<file path="src/rtl/aom_guard_pkg.sv">
// rtl/aom_guard_pkg.sv - shared types and constants for the AOM overload guard
// Contents: guard FSM state encoding, fault cause bit indices, fault counter
// width and a saturating increment helper for the trip counter.
package aom_guard_pkg;

    typedef enum logic [1:0] {
        NORMAL   = 2'd0,
        TRIP     = 2'd1,
        WAIT_CLR = 2'd2,
        RECOVER  = 2'd3
    } guard_state_t;

    localparam int CAUSE_CONT  = 0;
    localparam int CAUSE_INTG  = 1;
    localparam int FAULT_CNT_W = 16;

    function automatic logic [FAULT_CNT_W-1:0] sat_inc(input logic [FAULT_CNT_W-1:0] v);
        return (&v) ? v : v + FAULT_CNT_W'(1);
    endfunction

endpackage

</file>
<file path="src/rtl/aom_err_filter.sv">
// rtl/aom_err_filter.sv - consecutive-cycle debounce for one error flag
// Ports:
//   clk_i     in  system clock
//   rst_n_i   in  asynchronous active-low reset
//   err_i     in  raw error flag
//   flag_o    out filtered flag, high once err_i was high ERR_FILTER_LEN cycles in a row
module aom_err_filter #(
    parameter int ERR_FILTER_LEN = 4
) (
    input  logic clk_i,
    input  logic rst_n_i,
    input  logic err_i,
    output logic flag_o
);

    localparam int CW = $clog2(ERR_FILTER_LEN + 1);
    localparam logic [CW-1:0] LEN = CW'(ERR_FILTER_LEN);

    logic [CW-1:0] r_cnt;

    // Saturating run-length counter; any low sample restarts the run.
    always_ff @(posedge clk_i or negedge rst_n_i) begin
        if (!rst_n_i) begin
            r_cnt <= '0;
        end else if (!err_i) begin
            r_cnt <= '0;
        end else if (r_cnt != LEN) begin
            r_cnt <= r_cnt + CW'(1);
        end
    end

    assign flag_o = (r_cnt == LEN);

endmodule

</file>
<file path="src/rtl/aom_overload_guard.sv">
// rtl/aom_overload_guard.sv - AOM overload fault latch, safe override and ramped recovery
// Optional build macro: AOM_GUARD_AUTO_CLR_EN (WAIT_CLR self-clears after
// HOLD_CYCLES quiet cycles in addition to the host clear).
// Ports:
//   clk_i, rst_n_i                 clock, asynchronous active-low reset
//   aom_continuous_trig_err_i      raw continuous-trig error
//   aom_integral_trig_err_i        raw integral-trig error
//   guard_en_i                     enables new trips from NORMAL
//   laser_aom_en_i/_voltage_i      upstream AOM enable and requested voltage
//   aom_safe_voltage_i             AOM-closed voltage used while faulted
//   fault_clr_i                    host clear pulse
//   aom_voltage_en_o/aom_voltage_o registered AOM DAC enable and code
//   laser_shutdown_o               forces the laser off while faulted
//   fault_latched_o                high in any state but NORMAL
//   fault_cause_o                  {integral, continuous} captured at trip
//   fault_cnt_o                    saturating trip counter
//   guard_state_o                  current FSM state
module aom_overload_guard
    import aom_guard_pkg::*;
#(
    parameter int VOL_W          = 12,
    parameter int ERR_FILTER_LEN = 4,
    parameter int HOLD_CYCLES    = 100_000_000,
    parameter int RAMP_DIV       = 1000,
    parameter int RAMP_STEP      = 16
) (
    input  logic                   clk_i,
    input  logic                   rst_n_i,
    input  logic                   aom_continuous_trig_err_i,
    input  logic                   aom_integral_trig_err_i,
    input  logic                   guard_en_i,
    input  logic                   laser_aom_en_i,
    input  logic [VOL_W-1:0]       laser_aom_voltage_i,
    input  logic [VOL_W-1:0]       aom_safe_voltage_i,
    input  logic                   fault_clr_i,
    output logic                   aom_voltage_en_o,
    output logic [VOL_W-1:0]       aom_voltage_o,
    output logic                   laser_shutdown_o,
    output logic                   fault_latched_o,
    output logic [1:0]             fault_cause_o,
    output logic [FAULT_CNT_W-1:0] fault_cnt_o,
    output logic [1:0]             guard_state_o
);

    localparam int HW = (HOLD_CYCLES > 1) ? $clog2(HOLD_CYCLES) : 1;
    localparam int DW = (RAMP_DIV > 1) ? $clog2(RAMP_DIV) : 1;
    localparam logic [HW-1:0] HOLD_LAST = HW'(HOLD_CYCLES - 1);
    localparam logic [DW-1:0] DIV_LAST  = DW'(RAMP_DIV - 1);
    localparam logic [VOL_W:0] STEP_X   = (VOL_W + 1)'(RAMP_STEP);

    logic w_cont_flt;
    logic w_intg_flt;
    logic w_any_flt;
    logic w_any_raw;

    guard_state_t     r_state;
    guard_state_t     w_next_state;
    logic [HW-1:0]    r_hold_cnt;
    logic [DW-1:0]    r_div_cnt;
    logic [VOL_W-1:0] r_ramp;
    logic [VOL_W-1:0] w_ramp_step;
    logic [VOL_W-1:0] w_ramp_next;
    logic [VOL_W:0]   w_ramp_x;
    logic [VOL_W:0]   w_tgt_x;

    aom_err_filter #(.ERR_FILTER_LEN(ERR_FILTER_LEN)) u_cont_filter (
        .clk_i  (clk_i),
        .rst_n_i(rst_n_i),
        .err_i  (aom_continuous_trig_err_i),
        .flag_o (w_cont_flt)
    );

    aom_err_filter #(.ERR_FILTER_LEN(ERR_FILTER_LEN)) u_intg_filter (
        .clk_i  (clk_i),
        .rst_n_i(rst_n_i),
        .err_i  (aom_integral_trig_err_i),
        .flag_o (w_intg_flt)
    );

    assign w_any_flt = w_cont_flt | w_intg_flt;
    assign w_any_raw = aom_continuous_trig_err_i | aom_integral_trig_err_i;

    // One ramp step toward the live target, computed one bit wider so it
    // cannot wrap; a remaining distance below RAMP_STEP lands on the target.
    always_comb begin
        w_ramp_x = {1'b0, r_ramp};
        w_tgt_x  = {1'b0, laser_aom_voltage_i};
        if (w_tgt_x > w_ramp_x) begin
            w_ramp_step = ((w_tgt_x - w_ramp_x) > STEP_X) ? VOL_W'(w_ramp_x + STEP_X)
                                                          : laser_aom_voltage_i;
        end else begin
            w_ramp_step = ((w_ramp_x - w_tgt_x) > STEP_X) ? VOL_W'(w_ramp_x - STEP_X)
                                                          : laser_aom_voltage_i;
        end
        w_ramp_next = (r_div_cnt == DIV_LAST) ? w_ramp_step : r_ramp;
    end

    always_comb begin
        w_next_state = r_state;
        case (r_state)
            NORMAL: begin
                if (guard_en_i && w_any_flt) w_next_state = TRIP;
            end
            TRIP: begin
                if (r_hold_cnt == HOLD_LAST) w_next_state = WAIT_CLR;
            end
            WAIT_CLR: begin
                // A pending trip (filtered flag) also blocks the clear.
                if (fault_clr_i && !w_any_raw && !w_any_flt) begin
                    w_next_state = RECOVER;
                end
`ifdef AOM_GUARD_AUTO_CLR_EN
                else if (!w_any_raw && (r_hold_cnt == HOLD_LAST)) begin
                    w_next_state = RECOVER;
                end
`endif
            end
            RECOVER: begin
                if (w_any_flt) begin
                    w_next_state = TRIP;
                end else if (r_ramp == laser_aom_voltage_i) begin
                    w_next_state = NORMAL;
                end
            end
            default: w_next_state = NORMAL;
        endcase
    end

    // Outputs are registered from the next state so they change on the same
    // edge as the state register.
    always_ff @(posedge clk_i or negedge rst_n_i) begin
        if (!rst_n_i) begin
            r_state          <= NORMAL;
            r_hold_cnt       <= '0;
            r_div_cnt        <= '0;
            r_ramp           <= '0;
            aom_voltage_en_o <= 1'b0;
            aom_voltage_o    <= '0;
            laser_shutdown_o <= 1'b0;
            fault_latched_o  <= 1'b0;
            fault_cause_o    <= '0;
            fault_cnt_o      <= '0;
        end else begin
            r_state         <= w_next_state;
            fault_latched_o <= (w_next_state != NORMAL);

            case (w_next_state)
                NORMAL: begin
                    aom_voltage_o    <= laser_aom_voltage_i;
                    aom_voltage_en_o <= laser_aom_en_i;
                    laser_shutdown_o <= 1'b0;
                end
                TRIP, WAIT_CLR: begin
                    aom_voltage_o    <= aom_safe_voltage_i;
                    aom_voltage_en_o <= 1'b1;
                    laser_shutdown_o <= 1'b1;
                end
                default: begin
                    aom_voltage_o    <= (r_state == RECOVER) ? w_ramp_next : aom_safe_voltage_i;
                    aom_voltage_en_o <= 1'b1;
                    laser_shutdown_o <= 1'b0;
                end
            endcase

            if ((w_next_state == TRIP) && (r_state != TRIP)) begin
                fault_cause_o[CAUSE_CONT] <= w_cont_flt;
                fault_cause_o[CAUSE_INTG] <= w_intg_flt;
                fault_cnt_o               <= sat_inc(fault_cnt_o);
                r_hold_cnt                <= '0;
            end else if (r_state == TRIP) begin
                r_hold_cnt <= (w_next_state == WAIT_CLR) ? '0 : r_hold_cnt + HW'(1);
            end
`ifdef AOM_GUARD_AUTO_CLR_EN
            else if (r_state == WAIT_CLR) begin
                r_hold_cnt <= w_any_raw ? '0 : r_hold_cnt + HW'(1);
            end
`endif

            if ((w_next_state == RECOVER) && (r_state != RECOVER)) begin
                r_ramp    <= aom_safe_voltage_i;
                r_div_cnt <= '0;
            end else if (r_state == RECOVER) begin
                r_ramp    <= w_ramp_next;
                r_div_cnt <= (r_div_cnt == DIV_LAST) ? '0 : r_div_cnt + DW'(1);
            end
        end
    end

    assign guard_state_o = r_state;

endmodule
</file>
<file path="config.mk">
export PLATFORM = sky130hd
export DESIGN_NAME = aom_overload_guard
export DESIGN_NICKNAME = d
export VERILOG_FILES = /design/src/rtl/aom_guard_pkg.sv /design/src/rtl/aom_err_filter.sv /design/src/rtl/aom_overload_guard.sv
export SDC_FILE = /design/constraint.sdc
export NUM_CORES = 1
export LEC_CHECK = 0
export ABC_AREA = 0
export CORE_MARGIN = 2
export CORE_UTILIZATION = 35
export CTS_CLUSTER_SIZE = 28
export DETAILED_ROUTE_END_ITERATION = 16
export DONT_BUFFER_PORTS = 1
export GPL_ROUTABILITY_DRIVEN = 1
export SYNTH_ARGS = -nofsm -noshare
export SYNTH_HDL_FRONTEND = slang
export SYNTH_HIERARCHICAL = 1
export SYNTH_SLANG_ARGS = --single-unit
</file>
<file path="constraint.sdc">
create_clock -name clk_i -period 7.9 [get_ports clk_i]
set_input_delay 1.58 -clock clk_i [delete_from_list [all_inputs] [get_ports clk_i]]
set_output_delay 1.58 -clock clk_i [all_outputs]
set_load 0.05 [all_outputs]
</file>
==> impl_metrics.toml <==
[outcome]
outcome = "completed"

[yosys]
syn_area_per_cell_um2 = 8.23
seq_area_frac_synth_pct = 34.2
ys_ff_latch = 90
async_flop_share_pct = 100
yosys_warnings = 6
synth_edf_count = 0
netlist_area_mm2 = 0.00658
synth.most_common_cell = "dfrtp_1"
synth_cell_types = 72
yosys.area.top_type = "dfrtp_1"
synth_top_area_share_pct = 34.2
synth_flop_cell = "dfrtp_1"
yosys-top-cells-area = "dfrtp_1 (34%), ha_1 (7.2%), o21ai_0 (5.6%)"
syn_inst = 800
synthTopCellsByCount = "dfrtp_1 (90), nand2_1 (80), o21ai_0 (74)"
syn_nets = 869

[timing]
rsz0062_at_grt = "false"
period_share_pct = 62.4
fmax_mhz = 203
hold_viol_final = 0
timing.setup.tns_ns = 0
min_period_ns = 4.93
maxSlewViolCount = 0
slew-limit-headroom_pct = 43.9
fin_skew_ns = 0.0133
setup-violations-final = 0
worstMarginPinSlew_ns = 0.840

[clock_tree]
clkLatencyLatePin_ns = 0.36
numCtsBuffers = 9
path_clk_slew_ns = 0.07
ctsResizeCount = 0
cts_tree = "yes"
cts_setup_buffers = 0
h-tree-depth = 3
clockRootBuffer = "clkbuf_16"
cts_sinks = 90
cts_hold_buf = 0
clock_path_buffers = 2

[die]
dieHeight_um = 141
initial_core_util_pct = 35.4
die-area_mm2 = 0.0199
fp-row-count = 50
core_mm2 = 0.0186
die_x_um = 141
pin_count = 66

[placed_design]
routabilityCongestion = 0.946
port_buffers = 0
detailed_place_hpwl_um = 12900

[setup_path]
start_kind = "input pin"
r2r.worst_path.cells = 12
required_ns = 8.17
crit_path_end_kind = "flop"
reg2reg_from = "r_ramp[9]"
reg2reg_slack_ns = 3.75
critPathKind = "in -> reg"
crit_arrival_ns = 5.20
crit_fanout = 20
setup.worst_path.start = "laser_aom_voltage_i[9]"
cp-endpoint = "aom_voltage_o[10]"
r2r_end = "aom_voltage_o[10]"

[min_path]
hp-class = "reg -> reg"

[pwr]
p_int_uw = 909
total_power_mw = 1.49
powerDensity_mw_per_mm2 = 211
p_clk_share_pct = 32.7
seq_power_share_pct = 49.3
power.share.switching_pct = 38.9
leakage_nw = 2.97
p_switching_uw = 580
vdd_drop_max_mv = 0.118
power_frac_comb_pct = 18.0

[routing]
drc = 0
dr.first_iter.drc_count = 532
dr.pass1.iters = 5
drtAntennaViolNets = 0
avgRoutedWirePerCell_um = 17.7
via_per_inst = 5.81
num_vias = 5923
wl_um = 18000

[finish]
drive_gt1_share_pct = 5.86
seqCellArea_mm2 = 0.00225
fillers = 1913
area_growth_syn_to_layout_pct = 7.37
nets = 849
multi_input_area_mm2 = 0.00401

[grt]
grt.total_usage_pct = 18.4
grt_pass1_vias = 5548
grt-ovfl-total = 0
antenna_found_initial = 0
grt_pass1_wl_um = 29600
grt_max_degree = 91

[flow_run]
cap_violations = 0
how the worst min path moves through the flow:
stage / from / end / slack [ns] / cells after the start
floorplan: r_hold_cnt[16] / r_hold_cnt[16] / 0.45 / 1
global placement: r_hold_cnt[16] / r_hold_cnt[16] / 0.47 / 1
detailed placement: r_hold_cnt[16] / r_hold_cnt[16] / 0.48 / 1
CTS: r_hold_cnt[16] / r_hold_cnt[16] / 0.50 / 1
global route: r_hold_cnt[16] / r_hold_cnt[16] / 0.53 / 1
finish: r_hold_cnt[16] / r_hold_cnt[16] / 0.50 / 1
area by class of cell:
cell class / instances / area share (%)
well taps: 234 / 4.14
multi-input cells: 635 / 56.7
inverters: 40 / 2.12
flip-flops and latches: 90 / 31.9
repair buffers: 4 / 0.425
clock inverters: 6 / 1.38
diodes: 1 / 0.0354
clock buffers: 10 / 3.38
cell families (layout without fill, tap and decap cells):
logic type,count (synthesis),count (layout),share of synthesized area (%)
and+or+nand+nor,310,310,23.3
DFF,90,90,34.2
buffers and inverters,75,60,4.96
adders and majority gates,38,38,7.22
xor gates and xnor gates,40,40,5.32
other,0,1,0
AOI/OAI and AO/OA,234,234,22.5
muxes,13,13,2.45
critical path, cell delays in order:
cell	delay (ns)
inv_1	0.04
ha_1	0.51
and2_1	0.21
nand3_1	0.12
or4_1	0.64
inv_1	0.09
a31oi_1	0.08
a21oi_1	0.27
inv_1	0.14
ha_1	0.48
and3_1	0.51
a311o_1	0.39
a31oi_1	0.13
cells in the final DEF, fill, tap and decap left out, types with 9 or more instances in the layout:
master     Yosys  layout
nand4_1       15      15
nor2_1        71      71
nor3_1        20      20
a31oi_1       19      19
clkbuf_16      0       9
and3_1        20      20
inv_1         39      39
xnor2_1       26      26
nand2_1       80      80
a21oi_1       44      44
xor2_1        14      14
o22ai_1       14      14
o21ai_0       74      74
ha_1          38      38
dfrtp_1       90      90
nand3_1       46      46
registers in the layout, summed over array words and instances, names as in the netlist:
name and count:
u_cont_filter/r_cnt 3, fault_cnt_o 16, r_hold_cnt 27, r_div_cnt 10, u_intg_filter/r_cnt 3, fault_cause_o 2
guard_state_o 2, laser_shutdown_o 1, aom_voltage_en_o 1, r_ramp 12, fault_latched_o 1, aom_voltage_o 12
stage by stage:
step / setup WS (ns) / utilization (%) / hold WS, ns / instance area, um^2 / instances
after global placement: 2.70 / 36.2 / 0.473 / 6730 / 1003
after CTS: 3.01 / 38.0 / 0.497 / 7070 / 1019
after global routing: 2.62 / 38.0 / 0.533 / 7070 / 1019
final: 2.97 / 38.0 / 0.497 / 7070 / 1020
after detailed placement: 2.63 / 36.2 / 0.485 / 6730 / 1003
after floorplan: 3.23 / - / 0.450 / 6580 / 800
per-layer routing:
metal | routed length, um | share of wire [%] | track usage [%] | vias up
li1 | - | - | - | 2859
met1 | 8370 | 46 | 25.8 | 2800
met2 | 7710 | 43 | 27.2 | 246
met3 | 1750 | 9.7 | 6.83 | 18
met4 | 214 | 1.2 | 3.84 | 0
met5 | 0 | 0 | 0 | -
power by group through the flow:
stage	registers (mW)	clock network (mW)	logic, mW
3_5_place_dp	0.744	0	0.265
5_1_grt	0.746	0.516	0.306
3_3_place_gp	0.745	0	0.264
2_1_floorplan	0.719	0	0.213
6_report	0.735	0.487	0.267
4_1_cts	0.736	0.497	0.266
Power figures use the tool's default switching activity.
